==> src/rtl/qracc_csr_bank.sv <==
// Control/status register bank for the QR accelerator: CTRL, W1C STATUS, byte-strobed CONFIG, one-deep response.
// Define QRACC_CSR_PERF_COUNTER_EN to map a saturating busy-cycle counter at address NUM_CSR.
module qracc_csr_bank #(
    parameter int CSR_WIDTH  = 32,
    parameter int NUM_CSR    = 8,
    parameter int ADDR_WIDTH = $clog2(NUM_CSR) + 1
) (
    input  logic                              clk,
    input  logic                              nrst,
    input  logic                              req_valid,
    output logic                              req_ready,
    input  logic                              req_wen,
    input  logic [ADDR_WIDTH-1:0]             req_addr,
    input  logic [CSR_WIDTH-1:0]              req_wdata,
    input  logic [CSR_WIDTH/8-1:0]            req_wstrb,
    output logic                              rsp_valid,
    input  logic                              rsp_ready,
    output logic [CSR_WIDTH-1:0]              rsp_rdata,
    output logic                              rsp_err,
    output logic [(NUM_CSR-2)*CSR_WIDTH-1:0]  cfg_o,
    output logic                              start_o,
    output logic                              clear_o,
    input  logic                              busy_i,
    input  logic                              done_i,
    output logic                              irq_o
);
    localparam int NCFG  = NUM_CSR - 2;
    localparam int NSTRB = CSR_WIDTH / 8;

    typedef enum logic {IDLE, RESP} state_e;
    state_e state_q, state_d;

    logic [NCFG-1:0][CSR_WIDTH-1:0] cfg_q, cfg_d;
    logic [CSR_WIDTH-1:0] rdata_q, rdata_d;
    logic rerr_q, rerr_d;
    logic irq_en_q, irq_en_d;
    logic done_q, done_d, err_q, err_d;
    logic start_q, start_d, clear_q, clear_d, pend_q, pend_d;
    logic irq_q;

    logic is_ctrl, is_status, is_cfg, is_cnt, wr_start, wr_clear, bad;
    logic [CSR_WIDTH-1:0] rd_val, cnt_rd;

`ifdef QRACC_CSR_PERF_COUNTER_EN
    logic [31:0] cnt_q;

    always_ff @(posedge clk or negedge nrst) begin
        if (!nrst)                       cnt_q <= '0;
        else if (start_q || clear_q)     cnt_q <= '0;
        else if (busy_i && cnt_q != '1)  cnt_q <= cnt_q + 32'd1;
    end

    assign is_cnt = (req_addr == ADDR_WIDTH'(NUM_CSR));
    assign cnt_rd = CSR_WIDTH'(cnt_q);
`else
    assign is_cnt = 1'b0;
    assign cnt_rd = '0;
`endif

    always_comb begin
        is_ctrl   = (req_addr == '0);
        is_status = (req_addr == ADDR_WIDTH'(1));
        is_cfg    = 1'b0;
        rd_val    = '0;
        for (int unsigned i = 0; i < NCFG; i++) begin
            if (req_addr == ADDR_WIDTH'(i + 2)) begin
                is_cfg = 1'b1;
                rd_val = cfg_q[i];
            end
        end
        if (is_ctrl)   rd_val = CSR_WIDTH'({irq_en_q, 2'b00});
        if (is_status) rd_val = CSR_WIDTH'({err_q, done_q, busy_i});
        if (is_cnt)    rd_val = cnt_rd;
        wr_start = req_wen & is_ctrl & req_wstrb[0] & req_wdata[0];
        wr_clear = req_wen & is_ctrl & req_wstrb[0] & req_wdata[1];
        bad = ~(is_ctrl | is_status | is_cfg | is_cnt)
            | (req_wen & ((is_cfg & busy_i) | (wr_start & busy_i) | is_cnt));
    end

    always_comb begin
        state_d  = state_q;
        cfg_d    = cfg_q;
        rdata_d  = rdata_q;
        rerr_d   = rerr_q;
        irq_en_d = irq_en_q;
        done_d   = done_q | done_i;
        err_d    = err_q;
        start_d  = pend_q;
        clear_d  = 1'b0;
        pend_d   = 1'b0;
        case (state_q)
            IDLE: begin
                if (req_valid) begin
                    state_d = RESP;
                    rerr_d  = bad;
                    rdata_d = (req_wen || bad) ? '0 : rd_val;
                    if (bad) begin
                        err_d = 1'b1;
                    end else if (req_wen) begin
                        if (is_ctrl && req_wstrb[0]) begin
                            irq_en_d = req_wdata[2];
                            clear_d  = wr_clear;
                            // START alongside CLEAR is deferred one cycle so the core sees clear first
                            start_d  = start_d | (wr_start & ~wr_clear);
                            pend_d   = wr_start & wr_clear;
                        end
                        if (is_status && req_wstrb[0]) begin
                            done_d = (done_q & ~req_wdata[1]) | done_i;
                            err_d  = err_q & ~req_wdata[2];
                        end
                        for (int unsigned i = 0; i < NCFG; i++) begin
                            if (req_addr == ADDR_WIDTH'(i + 2)) begin
                                for (int unsigned b = 0; b < NSTRB; b++) begin
                                    if (req_wstrb[b]) cfg_d[i][b*8 +: 8] = req_wdata[b*8 +: 8];
                                end
                            end
                        end
                    end
                end
            end
            RESP: begin
                if (rsp_ready) state_d = IDLE;
            end
            default: state_d = IDLE;
        endcase
        if (clear_d) begin
            done_d = done_i;
            err_d  = 1'b0;
        end
    end

    always_ff @(posedge clk or negedge nrst) begin
        if (!nrst) begin
            state_q  <= IDLE;
            cfg_q    <= '0;
            rdata_q  <= '0;
            rerr_q   <= 1'b0;
            irq_en_q <= 1'b0;
            done_q   <= 1'b0;
            err_q    <= 1'b0;
            start_q  <= 1'b0;
            clear_q  <= 1'b0;
            pend_q   <= 1'b0;
            irq_q    <= 1'b0;
        end else begin
            state_q  <= state_d;
            cfg_q    <= cfg_d;
            rdata_q  <= rdata_d;
            rerr_q   <= rerr_d;
            irq_en_q <= irq_en_d;
            done_q   <= done_d;
            err_q    <= err_d;
            start_q  <= start_d;
            clear_q  <= clear_d;
            pend_q   <= pend_d;
            irq_q    <= irq_en_q & (done_q | err_q);
        end
    end

    assign req_ready = (state_q == IDLE);
    assign rsp_valid = (state_q == RESP);
    assign rsp_rdata = rdata_q;
    assign rsp_err   = rerr_q;
    assign cfg_o     = cfg_q;
    assign start_o   = start_q;
    assign clear_o   = clear_q;
    assign irq_o     = irq_q;
endmodule

==> config.mk <==
export PLATFORM = sky130hd
export DESIGN_NAME = qracc_csr_bank
export DESIGN_NICKNAME = d
export VERILOG_FILES = /design/src/rtl/qracc_csr_bank.sv
export SDC_FILE = /design/constraint.sdc
export NUM_CORES = 1
export LEC_CHECK = 0
export ABC_AREA = 1
export CAP_MARGIN = 40
export CORE_MARGIN = 10
export CORE_UTILIZATION = 40
export CTS_CLUSTER_SIZE = 14
export DETAILED_ROUTE_END_ITERATION = 8
export PLACE_DENSITY = 0.75
export SETUP_SLACK_MARGIN = 0.02
export SLEW_MARGIN = 40
export SYNTH_ARGS = -nofsm -noshare
export SYNTH_HDL_FRONTEND = slang
export SYNTH_SLANG_ARGS = --single-unit
==> constraint.sdc <==
create_clock -name clk -period 4 [get_ports clk]
set_clock_uncertainty 0.15 [all_clocks]
set_input_delay 0.6 -clock clk [delete_from_list [all_inputs] [get_ports clk]]
set_output_delay 0.6 -clock clk [all_outputs]
set_load 0.02 [all_outputs]
Word-level counts from Yosys, hierarchy flattened
Index checks and enable logic that the tools add are counted.
Widths: inputs -> output; s select.
Storage, ports and cells
  register bits: 233
  output and inout port bits: 230
Operators by class
  equality and inequality tests: 8
  reduce and logical (&&, ||, !) cells: 34
  bitwise operators: 26
  multiplexer cells: 45
Operator list (number)
  $mux 32: 9
  $reduce_and 6->1: 24
  $mux 1: 35
  $eq 4x3->1 const B: 4
  $and 1x1->1: 12
  $eq 4x2->1 const B: 2
  $or 1x1->1: 8
  $not 1->1: 6
  $reduce_bool 3->1: 2
  $reduce_and 5->1: 1
  $eq 4x1->1 const B: 1
  $logic_not 4->1: 1
  $reduce_and 4->1: 1
  $logic_and 1x1->1: 2
  $ne 2x1->1 const B: 1
  $pmux 1 s2: 1
  $reduce_and 2->1: 1
  $reduce_bool 2->1: 1
  $logic_or 1x1->1: 1

Logic depth before layout (Yosys ltp)
  depth in word-level cells: 16
  gate-level depth with buffers: 13
  depth with buffers taken out: 12

Worst setup path after synthesis
No wires, ideal clock.
  path type: in2reg
  start point: input port req_addr[1]
  end point: register cfg_q, in the netlist cfg_o[154]
  slack: 1884 ps
  setup time: 122 ps
  stages on the path: 9
  required time: 3728 ps
  arrival time: 1844 ps
  path buffers: 1
  path through: o21ai_0 > nand2_2 > nand2_4 > nand4_4 > nor2_8 > nand2_4 > buf_6 > nand2_2 > o21ai_2
Between the ends
  cells in the longest elaborated chain, start to end: 13
  elaborated cells on any way between the ends: 27
  classes of those cells: eq/ne: 7; mux: 6; bitwise: 12; reduce/logical: 2
Ends and longest elaborated chain
  from (decl): RTL line 13  | input logic [ADDR_WIDTH-1:0] req_addr,
  $eq 4x2->1: RTL line 66  | if (req_addr == ADDR_WIDTH'(i + 2)) begin
  $mux 1 (6 in a row): RTL line 66
  $and 1x1->1: RTL line 77  | | (req_wen & ((is_cfg & busy_i) | (wr_start & busy_i) | is_cnt));
  $or 1x1->1: RTL line 77
  $and 1x1->1: RTL line 77
  $or 1x1->1: RTL line 77
  $not 1->1 (no source line)
  $reduce_and 6->1 (no source line) (*)
  to (signal assigned): RTL line 147  | cfg_q <= cfg_d;
  to (decl): RTL line 33  | logic [NCFG-1:0][CSR_WIDTH-1:0] cfg_q, cfg_d;
Every way passes the cells marked *; elsewhere a longest branch is shown, timed or not.
A chain may end at the register's enable or synchronous reset.

Worst setup path after layout
  start point: input port req_addr[1]
  end point: register cfg_q, in the netlist cfg_o[174]
Same word-level chain as after synthesis.

==> results.tsv <==
stage	metric	value	unit
critical_path	WS Path Type	in -> reg	
global_route	Overall Global Routing Usage	20.5	%
die	I/O pins	277	
cells_and_area	most common cell after layout, fill and taps aside	nand2_1	
clock_tree	total CTS buffers	26	
die	Die Wd	181	um
yosys	synth unique cells	32	
cells_and_area	nets	1451	
die	Rows	58	
routing	drt wl/cell	19.8	um
yosys	netlist area before placement	0.0103	sq mm
critical_path	worst setup path startpoint	req_addr[1]	
cells_and_area	Final Util	55.9	%
critical_path	Startpoint Class	input port	
global_route	first-pass GRT wire length	54900	um
yosys	synthesized area per cell	9.11	sq um
die	die height	181	um
timing	Final setup viols	0	
pwr	Leakage	6.58	nW
timing	max-slew violation count	0	
cells_and_area	Area growth syn-to-layout	37.0	%
run_status	status	finished, final reports clean	
placement	DP Worst Slack	0.961	ns
global_route	vias in the first global route	9451	
clock_tree	setup bufs post-CTS	0	
timing	Worst Tran Pin Value	0.789	ns
critical_path	reg2reg setup slack	1.77	ns
timing	Fin. Hold Viols	0	
cells_and_area	# fillers	2251	
routing	vias	9267	
routing	Final Routed Wirelength	34700	um
routing	drt via density	5.29	
clock_tree	H-tree levels	1	
timing	Final Worst Setup Slack	1.52	ns
die	die area	0.0327	sq mm
clock_tree	Sink Count	233	
critical_path	Worst Path Required	4.25	ns
routing	ANT nets after route	0	
die	core area	0.0253	sq mm
global_route	antenna violations before repair	0	
critical_path	r2r endpoint	cfg_o[174]$_DFFE_PN0P_	
yosys	post-synthesis sequential element count	233	
clock_tree	CTS tree	done	
global_route	largest net degree at the start of global routing	111	
pwr	peak supply drop	0.000289	V
timing	unrepaired setup endpoints after global routing	false	
critical_path	FF-to-FF path depth	8	
timing	fin crit share	62.0	%
run	maximum capacitance violations	0	
yosys	cell count after synthesis	1135	
cells_and_area	share of cells above drive strength 1	12.0	%
cells_and_area	antenna fix cells	0	
yosys	Post-Synthesis Net Count	1182	
yosys	sequential share of the synthesized area	56.4	%
global_route	gr ovfl total	0	
clock_tree	post-CTS resize count	0	
pwr	final total power	5.74	mW
timing	relative slew slack	47.3	%
critical_path	crit path DAT	2.73	ns
clock_tree	Max clock buf depth	3	
routing	Residual DRC	0	
min_path	worst min-delay path category	reg -> reg	
timing	Final TNS setup	0	ns
yosys	Synth Warn #	0	
clock_tree	Reg clk slew, reported paths	0.06	ns
critical_path	Crit Reg-Reg Startpoint	rsp_valid$_DFF_PN0_	
placement	hpwl dp	24800	um
routing	TritonRoute pass-1 iters	5	
placement	GPL Wtd Cong	0.897	
clock_tree	later-pin clock latency in the skew report	0.52	ns
timing	Tmin final	2.48	ns
critical_path	critical path fanouts, max	16	
critical_path	CP Capture Point	cfg_o[174]$_DFFE_PN0P_	
critical_path	CP endpoint kind	register	
timing	fmax	0.404	GHz
routing	First DRT Iteration DRCs	776	
die	Initial Util	40.8	%
clock_tree	CTS Hold Bufs	0	
cells_and_area	most frequent cells in the layout	nand2_1, clkdlybuf4s50_1, dfrtp_1, o21ai_1, a21oi_1	
placement	port bufs	276	
pwr	Cell Pwr Density	406	mW/mm^2
clock_tree	root buf cell	clkbuf_16	
state kept, by name, summed over array words and instances, names as in the netlist:
register	count
cfg_o	192
clear_o	1
done_q	1
err_q	1
irq_en_q	1
irq_o	1
pend_q	1
rsp_err	1
rsp_rdata	32
rsp_valid	1
start_o	1
layout make-up:
class / instances / area, sq um / share of cell area [%]
Clock buffer: 39 / 781 / 5.51
Tap cell: 330 / 413 / 2.92
Multi-Input combinational cell: 791 / 3920 / 27.7
Clock inverter: 7 / 63.8 / 0.451
Timing Repair Buffer: 292 / 2920 / 20.6
Sequential cell: 233 / 5830 / 41.2
Inverter: 60 / 225 / 1.59
cell families after synthesis:
logic type / synth area share (%)
AND/OR/NAND/NOR: 19.4
AO/OA/AOI/OAI: 18.6
flip-flops: 56.4
buffers and inverters: 5.64
worst max-delay path, stage by stage:
cell and delay (ns):
clkdlybuf4s50_1 0.50, o21ai_0 0.29, nand2_2 0.11, nand2_4 0.09, nand4_4 0.32, nor2_8 0.28, nand2_2 0.29, nand2_1 0.17
o21ai_2 0.06
stage by stage:
| stage | instance area (sq um) | hold slack, ns | instances |
|---|---|---|---|
| 6_report | 14200 | 0.298 | 1752 |
| 5_1_grt | 14200 | 0.330 | 1752 |
| 4_1_cts | 14100 | 0.0128 | 1750 |
| 3_5_place_dp | 13300 | 0.281 | 1704 |
| 3_3_place_gp | 13300 | 0.277 | 1704 |
| 2_1_floorplan | 10300 | 0.154 | 1135 |
metal layers:
layer | GRT usage [%] | vias up | share of wire [%]
li1 | - | 4306 | -
met1 | 26.1 | 4446 | 42
met2 | 33.6 | 460 | 46
met3 | 6.17 | 55 | 9.9
met4 | 4.92 | 0 | 1.9
met5 | 0 | - | 0
how the worst min path moves through the flow:
stage	start	to	slack, ns	cells past startpoint
global route	pend_q$_DFF_PN0_	start_o$_DFF_PN0_	0.33	2
CTS	nrst	cfg_o[140]$_DFFE_PN0P_	0.01	1
finish	pend_q$_DFF_PN0_	start_o$_DFF_PN0_	0.30	2
floorplan	nrst	cfg_o[0]$_DFFE_PN0P_	0.15	0
detailed placement	pend_q$_DFF_PN0_	start_o$_DFF_PN0_	0.28	2
global placement	pend_q$_DFF_PN0_	start_o$_DFF_PN0_	0.28	2
report_power, final:
part	total, mW	leakage, nW	switching (mW)	internal (mW)
combinational	0.792	2.95	0.462	0.330
clock	2.36	0.421	0.951	1.40
sequential	2.59	3.21	0.114	2.48
cells in the mapped netlist:
cell,count,area share [%]
nand2_4,10,1.1
a31oi_1,1,0.061
o31ai_1,1,0.073
o21ai_1,148,7.2
inv_2,6,0.22
o21a_1,1,0.073
nand4_4,1,0.21
nand2_1,408,15
nand4_2,1,0.12
a21oi_1,64,3.1
inv_1,52,1.9
clkinv_1,2,0.073
buf_1,2,0.073
dfrtp_1,233,56
nand4_1,2,0.12
nor2_4,1,0.11
o21bai_1,1,0.073
o21ai_0,37,1.8
nand3_1,8,0.39
nand2_2,21,1.3
buf_2,7,0.34
nor2_2,2,0.12
o211ai_1,2,0.15
nor3_1,1,0.048
nor2_1,4,0.15
a31o_2,22,1.9
o21ai_2,45,3.8
nor3_4,1,0.16
buf_6,21,2.3
nor2_8,4,0.77
clkbuf_1,21,0.76
a31o_1,5,0.42
(Power assumes the default switching activity.)
==> patch 1 (same settings) <==
Remove the register `irq_q`: a continuous assignment takes its place, so the output `irq_o` follows one clock earlier.
--- a/src/rtl/qracc_csr_bank.sv
+++ b/src/rtl/qracc_csr_bank.sv
@@ -141,7 +141,6 @@
             start_q  <= 1'b0;
             clear_q  <= 1'b0;
             pend_q   <= 1'b0;
-            irq_q    <= 1'b0;
         end else begin
             state_q  <= state_d;
             cfg_q    <= cfg_d;
@@ -153,9 +152,10 @@
             start_q  <= start_d;
             clear_q  <= clear_d;
             pend_q   <= pend_d;
-            irq_q    <= irq_en_q & (done_q | err_q);
         end
     end
+
+    assign irq_q = irq_en_q & (done_q | err_q);
 
     assign req_ready = (state_q == IDLE);
     assign rsp_valid = (state_q == RESP);
Function: not settled (the Yosys comparison gave no result); the edit may change what the design does.
==> patch 1 against the original RTL <==
Sequential power about the same; sequential cell count down 1; area after synthesis down 0.24%; wire length down 0.25%; power up 2.0%; combinational power about the same; synthesized cell count about the same; worst setup slack worse by 0.16 ns; cell count about the same; design area up 0.24%; global-route usage down 0.25 points; largest cell class unchanged; largest power group unchanged; highest routed layer unchanged.
==> patch 1: results (changes against the original RTL) <==
Cells and area
  – # diodes: 0 (unchanged)
  – Final layout net count: 1451 (unchanged)
  – Fillers: 2238 (-0.58%)
  – Share of cells above drive strength 1: 12.1% (+0.062 points)
  – Flip-flop count of the largest register after layout: 192 (unchanged)

Placement
  – Gpl congestion: 0.890 (-0.85%)
  – Final HPWL DP: 24400 µm (-1.3%)
  – Buffers on Ports: 276 (unchanged)
  – Pre-CTS setup slack: 0.983 ns (+0.0216 ns)
  – Area after DPL: 0.0133 mm² (about the same)
  – # placed instances: 1704 (unchanged)

Global routing
  – Vias in the first global route: 9333 (-1.2%)
  – All-Layer GR Usage: 20.3% (-0.25 points)
  – Initial antenna violation count: 0 (unchanged)
  – Largest net degree at the start of global routing: 75 (-32%)
  – Global-route wire length before repair: 54000 µm (-1.6%)

Yosys
  – Syn_nets: 1181 (-0.085%)
  – YS warnings: 0 (unchanged)
  – Main synth FF type: dfrtp_1
  – Mapped Avg Cell Area: 9.09 µm² (-0.15%)
  – Ranking of synthesized cells by area: dfrtp_1, nand2_1, o21ai_1
  – Count leader, synth: nand2_1
  – Synth cell types: 32 (unchanged)
  – Async SR Flop Fraction: 100% (unchanged)
  – EDFF count, synth: 0 (unchanged)
  – Sequential area share after synthesis: 56.3% (-0.11 points)
  – Synth cell count leaders: nand2_1, dfrtp_1, o21ai_1

Clock tree
  – Max Root-Sink Buffers: 3 (unchanged)
  – Worst-Skew Late Latency: 0.52 ns (about the same)
  – Setup Fix Bufs, Post-CTS: 0 (unchanged)
  – CTS clk-pin slew, worst paths: 0.06 ns (about the same)
  – H-tree depth: 1 (unchanged)
  – Root Driver: clkbuf_16
  – TritonCTS Buffers: 27 (+3.8%)

Setup path
  – Worst-path fanout max: 35 (+19)
  – Arrival time worst endpoint: 2.91 ns (+0.18 ns)
  – CP delay by family, top: buffers and inverters
  – Crit-path slowest cell: clkinv_2
  – Crit-path max cell delay: 0.55 ns (+0.05 ns)

Drt
  – Vias per cell: 5.20 (-1.7%)
  – Drt wl/cell: 19.7 µm (-0.31%)
  – First DRT Iteration DRCs: 805 (+3.7%)
  – Pre-Repair DR Iteration Count: 5 (unchanged)
  – Vias: 9119 (-1.6%)

Status
  – Status: finished clean

Power
  – Worst vdd ir: 0.000250 V (-14%)
  – P_leak: 6.58 nW (+0.11%)

STA
  – Final setup viols: 0 (unchanged)
  – Worst slew pin tran: 0.688 ns (-0.101 ns)

Worst hold path
  – Min-Delay Path Class: reg -> reg
-- patch 1: path summary, 6_finish.rpt --
check	from	endpoint	slack, ns	cells past startpoint
max in group asynchronous	nrst	cfg_o[103]	2.18	4
setup / recovery	req_addr[3]	rsp_rdata[2]	1.36	12
hold reg to reg	pend_q	start_o	0.32	2
setup reg to reg	rsp_valid	rsp_rdata[21]	1.75	11
min in group asynchronous	nrst	cfg_o[139]	0.41	2
hold / removal	pend_q	start_o	0.32	2
-- patch 1: cells by family (layout without fill, tap and decap cells) --
kind of cell | count (synthesis) | count (layout) | synth area share, %
AO/OA/AOI/OAI | 327 | 327 | 18.6
AND/OR/NAND/NOR | 464 | 464 | 19.4
buffers and inverters | 111 | 400 | 5.65
flip-flops | 232 | 232 | 56.3
-- patch 1: worst register-to-register path: cells and delay by family, from the launching register on --
kind,cells,cell delay [ns]
buffers and inverters,5,0.81
AOI/OAI and AO/OA,2,0.49
DFF,1,0.39
and+or+nand+nor,4,0.34
-- patch 1: cell type report --
class | count | area share [%]
timing repair buffer | 292 | 20.6
clock inverter | 6 | 0.564
inverter | 60 | 1.60
clock buffer | 42 | 5.79
tap | 330 | 2.91
sequential | 232 | 40.9
multi-input combinational | 791 | 27.6
-- patch 1: metrics by stage --
stage | utilization, % | hold WS (ns)
floorplan | - | 0.154
global placement | 52.5 | 0.281
detailed placement | 52.6 | 0.314
CTS | 56.2 | 0.328
global route | 56.2 | 0.343
finish | 56.2 | 0.324
-- patch 1: layer usage --
metal,up-vias,wire length (µm),track usage (%)
li1,4300,-,-
met1,4369,14300,25.0
met2,391,16400,33.6
met3,59,3020,5.90
met4,0,850,6.23
met5,-,0,0
-- patch 1: report_power, final --
part / internal [mW] / switching (mW) / total, mW
sequential: 2.47 / 0.112 / 2.58
combinational: 0.330 / 0.463 / 0.794
clock: 1.53 / 0.955 / 2.48
total: 4.33 / 1.53 / 5.86
-- patch 1: repair_timing --
action,in CTS,in global routing
hold endpoints to repair,42,0
hold buffers,1,0
gates resized for setup,0,0
==> patch 2 (same flow settings) <==
Without the edit above. The option `QRACC_CSR_PERF_COUNTER_EN` is turned on by a define.
--- a/src/rtl/qracc_csr_bank.sv
+++ b/src/rtl/qracc_csr_bank.sv
@@ -1,5 +1,7 @@
 // Control/status register bank for the QR accelerator: CTRL, W1C STATUS, byte-strobed CONFIG, one-deep response.
 // Define QRACC_CSR_PERF_COUNTER_EN to map a saturating busy-cycle counter at address NUM_CSR.
+`define QRACC_CSR_PERF_COUNTER_EN
+
 module qracc_csr_bank #(
     parameter int CSR_WIDTH  = 32,
     parameter int NUM_CSR    = 8,
Function: not settled (the Yosys comparison gave no result); the edit may change what the design does.
==> patch 2 against the original RTL <==
Die area grew 24%; register-to-register slack lost 0.81 ns; sequential cell count grew 32; worst setup slack lost 0.56 ns; power grew 22%; wire length grew 37%; critical path type is now reg -> reg; design area grew 23%; area after synthesis grew 27%.
==> patch 2: results (changes against the original RTL) <==
Placement
  – Area after DPL: 0.0164 mm² (+24%)
  – # placed instances: 2381 (+40%)
  – Pre-CTS setup slack: 0.454 ns (-0.508 ns)
  – Gpl congestion: 0.961 (+7.0%)
  – Final HPWL DP: 35400 µm (+43%)

Cells and area
  – Non-Clock Buffer Count: 299 (+2.4%)
  – # diodes: 1 (+1)
  – Share of cells above drive strength 1: 7.16% (-4.9 points)
  – Multi-input combinational cell area: 0.00576 mm² (+47%)
  – Multi-input gates: 1251 (+58%)
  – Fillers: 3040 (+35%)
  – Inverter count: 125 (+110%)
  – Buffering overhead: 17.3% (-3.4 points)

Global routing
  – Largest net degree at the start of global routing: 71 (-36%)
  – Met2 GRT Util: 37.3% (+3.7 points)
  – GR Util met3: 7.52% (+1.3 points)
  – Global-route wire length before repair: 74300 µm (+35%)
  – Initial antenna violation count: 2 (+2)
  – All-Layer GR Usage: 22.8% (+2.2 points)
  – M1 GR Usage: 28.5% (+2.5 points)

Clock tree
  – Clock sink count: 265 (+14%)
  – Worst-Skew Late Latency: 0.56 ns (+0.04 ns)

Drt
  – Top Metal Used: met5
  – Vias: 12600 (+36%)
  – Drt total wl: 47400 µm (+37%)
  – Pre-Repair DR Iteration Count: 6 (+1)
  – Met3 WL: 4630 µm (+35%)
  – First DRT Iteration DRCs: 1026 (+32%)

Power
  – P_leak: 8.23 nW (+25%)
  – Psw: 1.98 mW (+29%)

Setup path
  – Critical path startpoint: cnt_q[1]
  – Crit-path slowest cell: inv_2
  – R2R Path End: cnt_q[30]
  – Crit-path max cell delay: 0.58 ns (+0.08 ns)

Worst hold path
  – HP Start: req_wen
  – Hold depth: 3 (+1)

Status
  – Status: finished clean

Yosys
  – Synth cell types: 30 (-6.3%)
  – Mapped Cells: 1714 (+51%)

STA
  – Slew margin rel.: 43.5% (-3.8 points)
  – Final hold slack: 0.290 ns (-0.00886 ns)
[patch 2: logic make-up (layout without fill, tap and decap cells)]
group / after synthesis / count (layout) / synth area share (%)
compound gates: 249 / 249 / 9.48
other cells: 0 / 1 / 0
xor+xnor: 15 / 15 / 0.997
flops: 265 / 265 / 50.3
buf+inv: 198 / 480 / 6.15
simple gates: 986 / 986 / 32.9
fa+ha+maj: 1 / 1 / 0.0950
[patch 2: tightest hold or removal path, cell delays in order]
cell	delay [ns]
buf_2	0.14
nand2_1	0.08
o21bai_1	0.11
[patch 2: how the worst max path moves through the flow]
stage	endpoint
floorplan	cfg_o[102]
global placement	rsp_rdata[16]
detailed placement	rsp_rdata[17]
CTS	cnt_q[30]
global route	cnt_q[21]
finish	cnt_q[30]
[patch 2: power by group through the flow]
stage                     clock network [mW]  logic (mW)  registers [mW]
after floorplan                            0       0.348            3.19
after global placement                     0        1.05            3.05
after detailed placement                   0        1.08            3.06
after CTS                               2.95        1.08            3.01
after global routing                    3.05        1.17            3.04
final                                   2.91        1.07            3.02
